===== src/rtl/i12287_pkg.sv =====
// Shared types and constants for the i12287 benchmark core.
package i12287_pkg;

  // Input word {N0,N1,N2,N3,N4}, N0 is the MSB.
  typedef logic [4:0] word_t;

  localparam word_t       ALL_ONES       = 5'b11111;
  localparam int unsigned DEF_TRIG_COUNT = 4;
  localparam int unsigned DEF_CNT_W      = 4;

  // Core Boolean function: (N0 & N1) ^ (N2 | N3) ^ N4.
  function automatic logic core_func(input word_t w);
    return (w[4] & w[3]) ^ (w[2] | w[1]) ^ w[0];
  endfunction

endpackage


===== src/rtl/i12287_run_monitor.sv =====
// Counts consecutive all-ones words and sets a sticky flag at the threshold.
module i12287_run_monitor
  import i12287_pkg::*;
#(
  parameter int unsigned TRIG_COUNT = DEF_TRIG_COUNT,
  parameter int unsigned CNT_W      = DEF_CNT_W
) (
  input  logic  clk,
  input  logic  reset,
  input  word_t word,
  output logic  armed_next
);

  localparam logic [CNT_W-1:0] TrigCnt  = CNT_W'(TRIG_COUNT);
  localparam logic [CNT_W-1:0] TrigLast = CNT_W'(TRIG_COUNT - 1);

  logic [CNT_W-1:0] cnt_q, cnt_d;
  logic             armed_q;
  logic             all_ones;

  // Next run length (saturating) and the flag value taken on this edge.
  always_comb begin
    all_ones   = (word == ALL_ONES);
    cnt_d      = '0;
    armed_next = armed_q;
    if (all_ones) begin
      cnt_d = (cnt_q < TrigCnt) ? cnt_q + CNT_W'(1) : cnt_q;
      if (cnt_q == TrigLast) begin
        armed_next = 1'b1;
      end
    end
  end

  // Run counter and sticky flag; reset wins over an all-ones word.
  always_ff @(posedge clk) begin
    if (reset) begin
      cnt_q   <= '0;
      armed_q <= 1'b0;
    end else begin
      cnt_q   <= cnt_d;
      armed_q <= armed_next;
    end
  end

endmodule


===== src/rtl/i12287_bench_core.sv =====
// Registered Boolean function of a 5-bit word, inverted once the run monitor arms.
module i12287_bench_core
  import i12287_pkg::*;
#(
  parameter int unsigned TRIG_COUNT = DEF_TRIG_COUNT,
  parameter int unsigned CNT_W      = DEF_CNT_W
) (
  input  logic CK,
  input  logic reset,
  input  logic N0,
  input  logic N1,
  input  logic N2,
  input  logic N3,
  input  logic N4,
  output logic Z
);

  word_t word;
  logic  armed_next;
  logic  z_d, z_q;

  i12287_run_monitor #(
    .TRIG_COUNT(TRIG_COUNT),
    .CNT_W     (CNT_W)
  ) u_run_monitor (
    .clk       (CK),
    .reset     (reset),
    .word      (word),
    .armed_next(armed_next)
  );

  // Assemble the word and the pre-register output; inversion uses this edge's flag.
  always_comb begin
    word = {N0, N1, N2, N3, N4};
    z_d  = core_func(word) ^ armed_next;
  end

  // Output register.
  always_ff @(posedge CK) begin
    if (reset) begin
      z_q <= 1'b0;
    end else begin
      z_q <= z_d;
    end
  end

  assign Z = z_q;

endmodule


===== config.mk =====
export PLATFORM = sky130hd
export DESIGN_NAME = i12287_bench_core
export DESIGN_NICKNAME = d
export VERILOG_FILES = /design/src/rtl/i12287_pkg.sv /design/src/rtl/i12287_run_monitor.sv /design/src/rtl/i12287_bench_core.sv
export SDC_FILE = /design/constraint.sdc
export NUM_CORES = 1
export LEC_CHECK = 0
export CAP_MARGIN = 20
export CORE_AREA = 2 2 39 41
export DETAILED_ROUTE_END_ITERATION = 8
export DIE_AREA = 0 0 41 43
export PLACE_DENSITY_LB_ADDON = 0.3
export SLEW_MARGIN = 20
export SYNTH_ARGS = -nofsm -noshare
export SYNTH_HDL_FRONTEND = slang
export SYNTH_SLANG_ARGS = --single-unit

===== constraint.sdc =====
create_clock -name CK -period 1.2 [get_ports CK]
set_input_delay 0.18 -clock CK [delete_from_list [all_inputs] [get_ports CK]]
set_output_delay 0.18 -clock CK [all_outputs]
set_load 0.01 [all_outputs]

* Word level (Yosys, flattened, before mapping)
Cells that the tools add are included.
** Word-level totals
- Flip-flop bits (word level) :: 6
- Bits of input ports :: 7
- Output and inout port bits :: 1
- Word-level logic and storage cells :: 16
** Cells by class
- Add/sub/neg operators :: 1
- Order comparisons :: 1
- Equality and inequality tests :: 2
- Mux-type cells :: 2
- Bitwise gates (word level) :: 6
- Reductions and logical operators :: 1
** Operator list (count)
- $eq A5 B5 Y1 const B :: 1
- $add A4 B1 Y4 const B :: 1
- $eq A4 B2 Y1 const B :: 1
- $lt A4 B3 Y1 const B :: 1
- $xor A1 B1 Y1 :: 3
- $mux W1 :: 2
- $reduce_or A2 Y1 :: 1
- $and A1 B1 Y1 :: 1
- $not A1 Y1 :: 1
- $or A1 B1 Y1 :: 1

* Longest topological paths before layout
- Word-level depth :: 4
- Mapped depth :: 5
- Depth with buffers taken out :: 5

* By module
From an unflattened synthesis, not the netlist that was laid out.
** Second synthesis, totals
- Cells, all modules :: 28
- Area total of the unflattened synthesis :: 287.8 um^2
** By module, submodules not included
- i12287_run_monitor :: times used 1, cells an instance 21, area an instance 214.0 um^2, seq. area each 100.1 um^2
- i12287_bench_core :: times used 1, cells an instance 7, area an instance 73.8 um^2, seq. area each 20.0 um^2

* Worst setup path after synthesis
OpenSTA, ideal clock, no wires.
- Kind :: register to register
- Start :: reg u_run_monitor.cnt_q[0]
- End :: reg z_q (netlist: Z)
- Setup time :: 0.114 ns
- Arrival time :: 1.046 ns
- Data required time :: 1.086 ns
- Setup slack :: 0.040 ns
- Cell stages (with the launch flop) :: 6
- Buffers on the path :: 0
- Cells stage by stage :: dfxtp_1 ha_1 and4_1 a31oi_1 xor2_1 nor2_1
** On the way
- Longest elaborated chain between the ends :: 4
** Ends and longest elaborated chain
- start, declared :: line i12287_run_monitor.sv:17 : logic [CNT_W-1:0] cnt_q, cnt_d;
- start signal, assigned :: line i12287_run_monitor.sv:40 : cnt_q <= cnt_d;
- $eq A4 B2 Y1 :: line i12287_run_monitor.sv:28 : if (cnt_q == TrigLast) begin
- $mux W1 :: line i12287_run_monitor.sv:28
- $mux W1 :: line i12287_run_monitor.sv:26 : if (all_ones) begin
- $xor A1 B1 Y1 :: line i12287_bench_core.sv:35 : z_d = core_func(word) ^ armed_next;
- end signal, assigned :: line i12287_bench_core.sv:43 : z_q <= z_d;
- end, declared :: line i12287_bench_core.sv:20 : logic z_d, z_q;
Every way passes these cells.
A chain may end at the register's enable or synchronous reset.

* Worst setup path in the final report
- Start :: in N3
- End :: reg z_q (netlist: Z)
** On the way
- Longest elaborated chain between the ends :: 4
- Elaborated cells between the ends (all ways) :: 6
- Those cells by class :: eq/ne: 1; mux: 1; bitwise: 4
** Ends and longest elaborated chain
- start, declared :: line i12287_bench_core.sv:13 : input logic N3,
- $or A1 B1 Y1 :: line i12287_pkg.sv:13 : return (w[4] & w[3]) ^ (w[2] | w[1]) ^ w[0];
- $xor A1 B1 Y1 (2 in a row) :: line i12287_pkg.sv:13
- $xor A1 B1 Y1 * :: line i12287_bench_core.sv:35
Mark *: on every way between the ends. The rest lies on a longest branch, timed or not.

==> impl_metrics.toml <==
[pwr]
p_switching_w = 0.0000906
swShare = 0.204
p_total_w = 0.000445
p_per_area_mw_per_mm2 = 1020
p_int_w = 0.000354
vdd_ir_drop_max_uv = 629
clock_power_share = 0.415
p_leak_nw = 0.163
pwr-share-seq = 0.461
p_comb_frac = 0.124

[clock_tree]
clk_pin_slew_ns = 0.05
clk_latency_ns = 0.24
cts.path.max_buffers = 2
ctsHtreeMaxLevel = 1
cts_tree = "yes"
clock-sinks = 6
cts_hold_buf = 0
clockRootBuffer = "clkbuf_4"
cts_buffers = 3

[grt]
antenna_found_initial = 0
grt_pass1_vias = 211
grt.total_usage = 0.0756
grt_pass1_wl_um = 821
gr-total-overflow = 0
grt_max_degree = 5

[drt]
dr.pass1.iters = 2
via_per_inst = 4.04
drt-initial-drc-count = 4
routedWlPerCell_um = 9.02
drc = 0
ant_nets = 0
drt-total-wl_um = 514
via_count = 230

[timing]
rsz0062_at_grt = "false"
tightestPinTransition_ns = 0.239
fin_crit_ns = 1.14
holdWs_ns = 0.462
clock_skew_ns = 0.00886
final_hold_viol_count = 0
maxSlewViolCount = 0
setup_violations = 0
slew-limit-headroom = 0.840
fmax_mhz = 878
fin_crit_sh = 0.950
fin_tns_setup_ns = 0

[die]
die_w_um = 41
fp-row-count = 14
start_util = 0.186
die_area_sq_mm = 0.00176
die_y_um = 43
core_sq_mm = 0.00138
ios = 8

[cells_and_area]
n_antenna_cell = 0
nFillCells = 148
drive_gt1_frac = 0.341
regArea_sq_um = 123
stdcell_count = 57
areaGrowthSynthToFinish_pct = 68.4
finalNetCount = 51
multi_input_area_sq_um = 166

[yosys]
synth_warnings = 0
synth_top_family_by_area = "simple AND/OR/NAND/NOR gates"
synth-compound-area-share = 0.0825
synth_top_area_frac = 0.466
ys_seq_area_frac = 0.466
synthXorXnorAreaFrac = 0.155
synthesis.nets = 35
post_synth.cell_area_avg_sq_um = 9.55
syn_area_sq_um = 258
synth-simple-area-share = 0.233
netlist_top_cells_area = "dfxtp_1 47%, nor2_1 10%, xnor3_1 8.7%"
synth_cell_types = 15
syn_inst = 27
ys_ff_latch = 6
synth_fa_ha_area_frac = 0.0485
post-synth-top-area-cell = "dfxtp_1"
muxShareOfSynthArea = 0

[job]
maxCapViolCount = 0

[worst_hold_path]
hp-class = "flop to flop"

[place]
gp_congestion = 0.690
dp_cells = 54
io_buffers = 7
dp.final_hpwl_um = 397

[critical_path]
cp.arrival_ns = 1.28
startpoint_type = "input port"
worstPathRequired_ns = 1.34
crit_family = "buffers and inverters"
worstPathCellList = "clkdlybuf4s50_1 > nor2_2 > xnor3_1 > xor2_1 > nor2_1"
cp.buffers_inverters = 1
endpoint_kind = "flop"
slowest_stage = "clkdlybuf4s50_1"
critPathKind = "input port to flop"
cp_slowest_stage_delay_ns = 0.46
path_max_fanout = 3

[status]
outcome = "finished clean"
-- registers in the layout (all words and copies together) (netlist names) --
register,cells
u_run_monitor.cnt_q,4
u_run_monitor.armed_q,1
Z,1
-- final timing paths --
check | startpoint | cells past startpoint | slack, ns | to
hold / removal | u_run_monitor.cnt_q[3] | 2 | 0.46 | u_run_monitor.cnt_q[3]
hold reg to reg | u_run_monitor.cnt_q[3] | 2 | 0.46 | u_run_monitor.cnt_q[3]
setup / recovery | N3 | 5 | 0.06 | Z
setup reg to reg | u_run_monitor.cnt_q[0] | 5 | 0.12 | Z
-- layout make-up --
type,count,share of cell area
sequential,6,0.282
timing repair buffer,11,0.228
multi-input combinational,20,0.383
inverter,1,0.00865
tap,16,0.0461
clock buffer,3,0.0519
-- synthesized netlist by cell type (all sizes together) --
library cell  n
nor2          7
dfxtp         6
a21oi         2
a31oi         1
and2          1
and4          1
ha            1
inv           1
nand2         1
nand4         1
nor2b         1
o21ai         1
xnor2         1
xnor3         1
xor2          1
-- through the flow --
| step | setup slack, ns | instance area (sq um) | util |
|---|---|---|---|
| 3_5_place_dp | -0.218 | 378 | 0.273 |
| 2_1_floorplan | 0.0395 | 258 | - |
| 6_report | 0.0604 | 434 | 0.314 |
| 4_1_cts | 0.0158 | 405 | 0.293 |
| 3_3_place_gp | -0.224 | 378 | 0.273 |
| 5_1_grt | 0.00884 | 434 | 0.314 |
-- placed cells by master (no fill, tap or decap) --
cell type / netlist / layout
nand2_1: 1 / 1
xor2_1: 1 / 1
nand4_1: 1 / 1
ha_4: 0 / 1
o21ai_0: 1 / 1
a21oi_1: 2 / 2
buf_4: 0 / 4
nor2_1: 7 / 6
clkdlybuf4s50_1: 0 / 6
clkbuf_4: 0 / 3
a31oi_4: 0 / 1
nor2_2: 0 / 1
xnor3_1: 1 / 1
dlygate4sd2_1: 0 / 1
dfxtp_2: 0 / 2
and4_4: 0 / 1
and2_4: 1 / 1
nor2b_1: 1 / 1
xnor2_1: 1 / 1
inv_1: 1 / 1
dfxtp_1: 6 / 4
-- power by group through the flow --
stage	logic, W	clock network (W)	registers [W]
2_1_floorplan	0.0000208	0	0.000211
3_3_place_gp	0.0000566	0	0.000209
3_5_place_dp	0.0000559	0	0.000209
4_1_cts	0.0000542	0.000199	0.000205
5_1_grt	0.0000608	0.000210	0.000205
6_report	0.0000553	0.000184	0.000205
-- metal layers --
metal  up-vias  GRT usage  wire, um
met5         -          0         0
met4         0     0.0400         0
met3         0     0.0628        65
met2        10     0.0906       176
met1        98     0.0912       272
li1        122          -         -
-- cell families (layout without fill, tap and decap cells) --
kind of cell	Yosys count	in the layout
DFF	6	6
AOI/OAI and AO/OA	4	4
and+or+nand+nor	12	12
buffers and inverters	1	15
adders and majority gates	1	1
xor gates and xnor gates	3	3
-- worst register-to-register path, stage by stage, from the launching register on --
cell,delay [ns]
dfxtp_2,0.35
ha_4,0.14
and4_4,0.21
a31oi_4,0.08
xor2_1,0.16
nor2_1,0.05
-- what timing repair did --
| item | in CTS | in global routing |
|---|---|---|
| setup endpoints to repair | 3 | 2 |
| gates resized for setup | 2 | 7 |
| cloned | 0 | 0 |
| pin swaps | 1 | 4 |
| setup buffers | 0 | 0 |
Power figures use the tool's default switching activity.
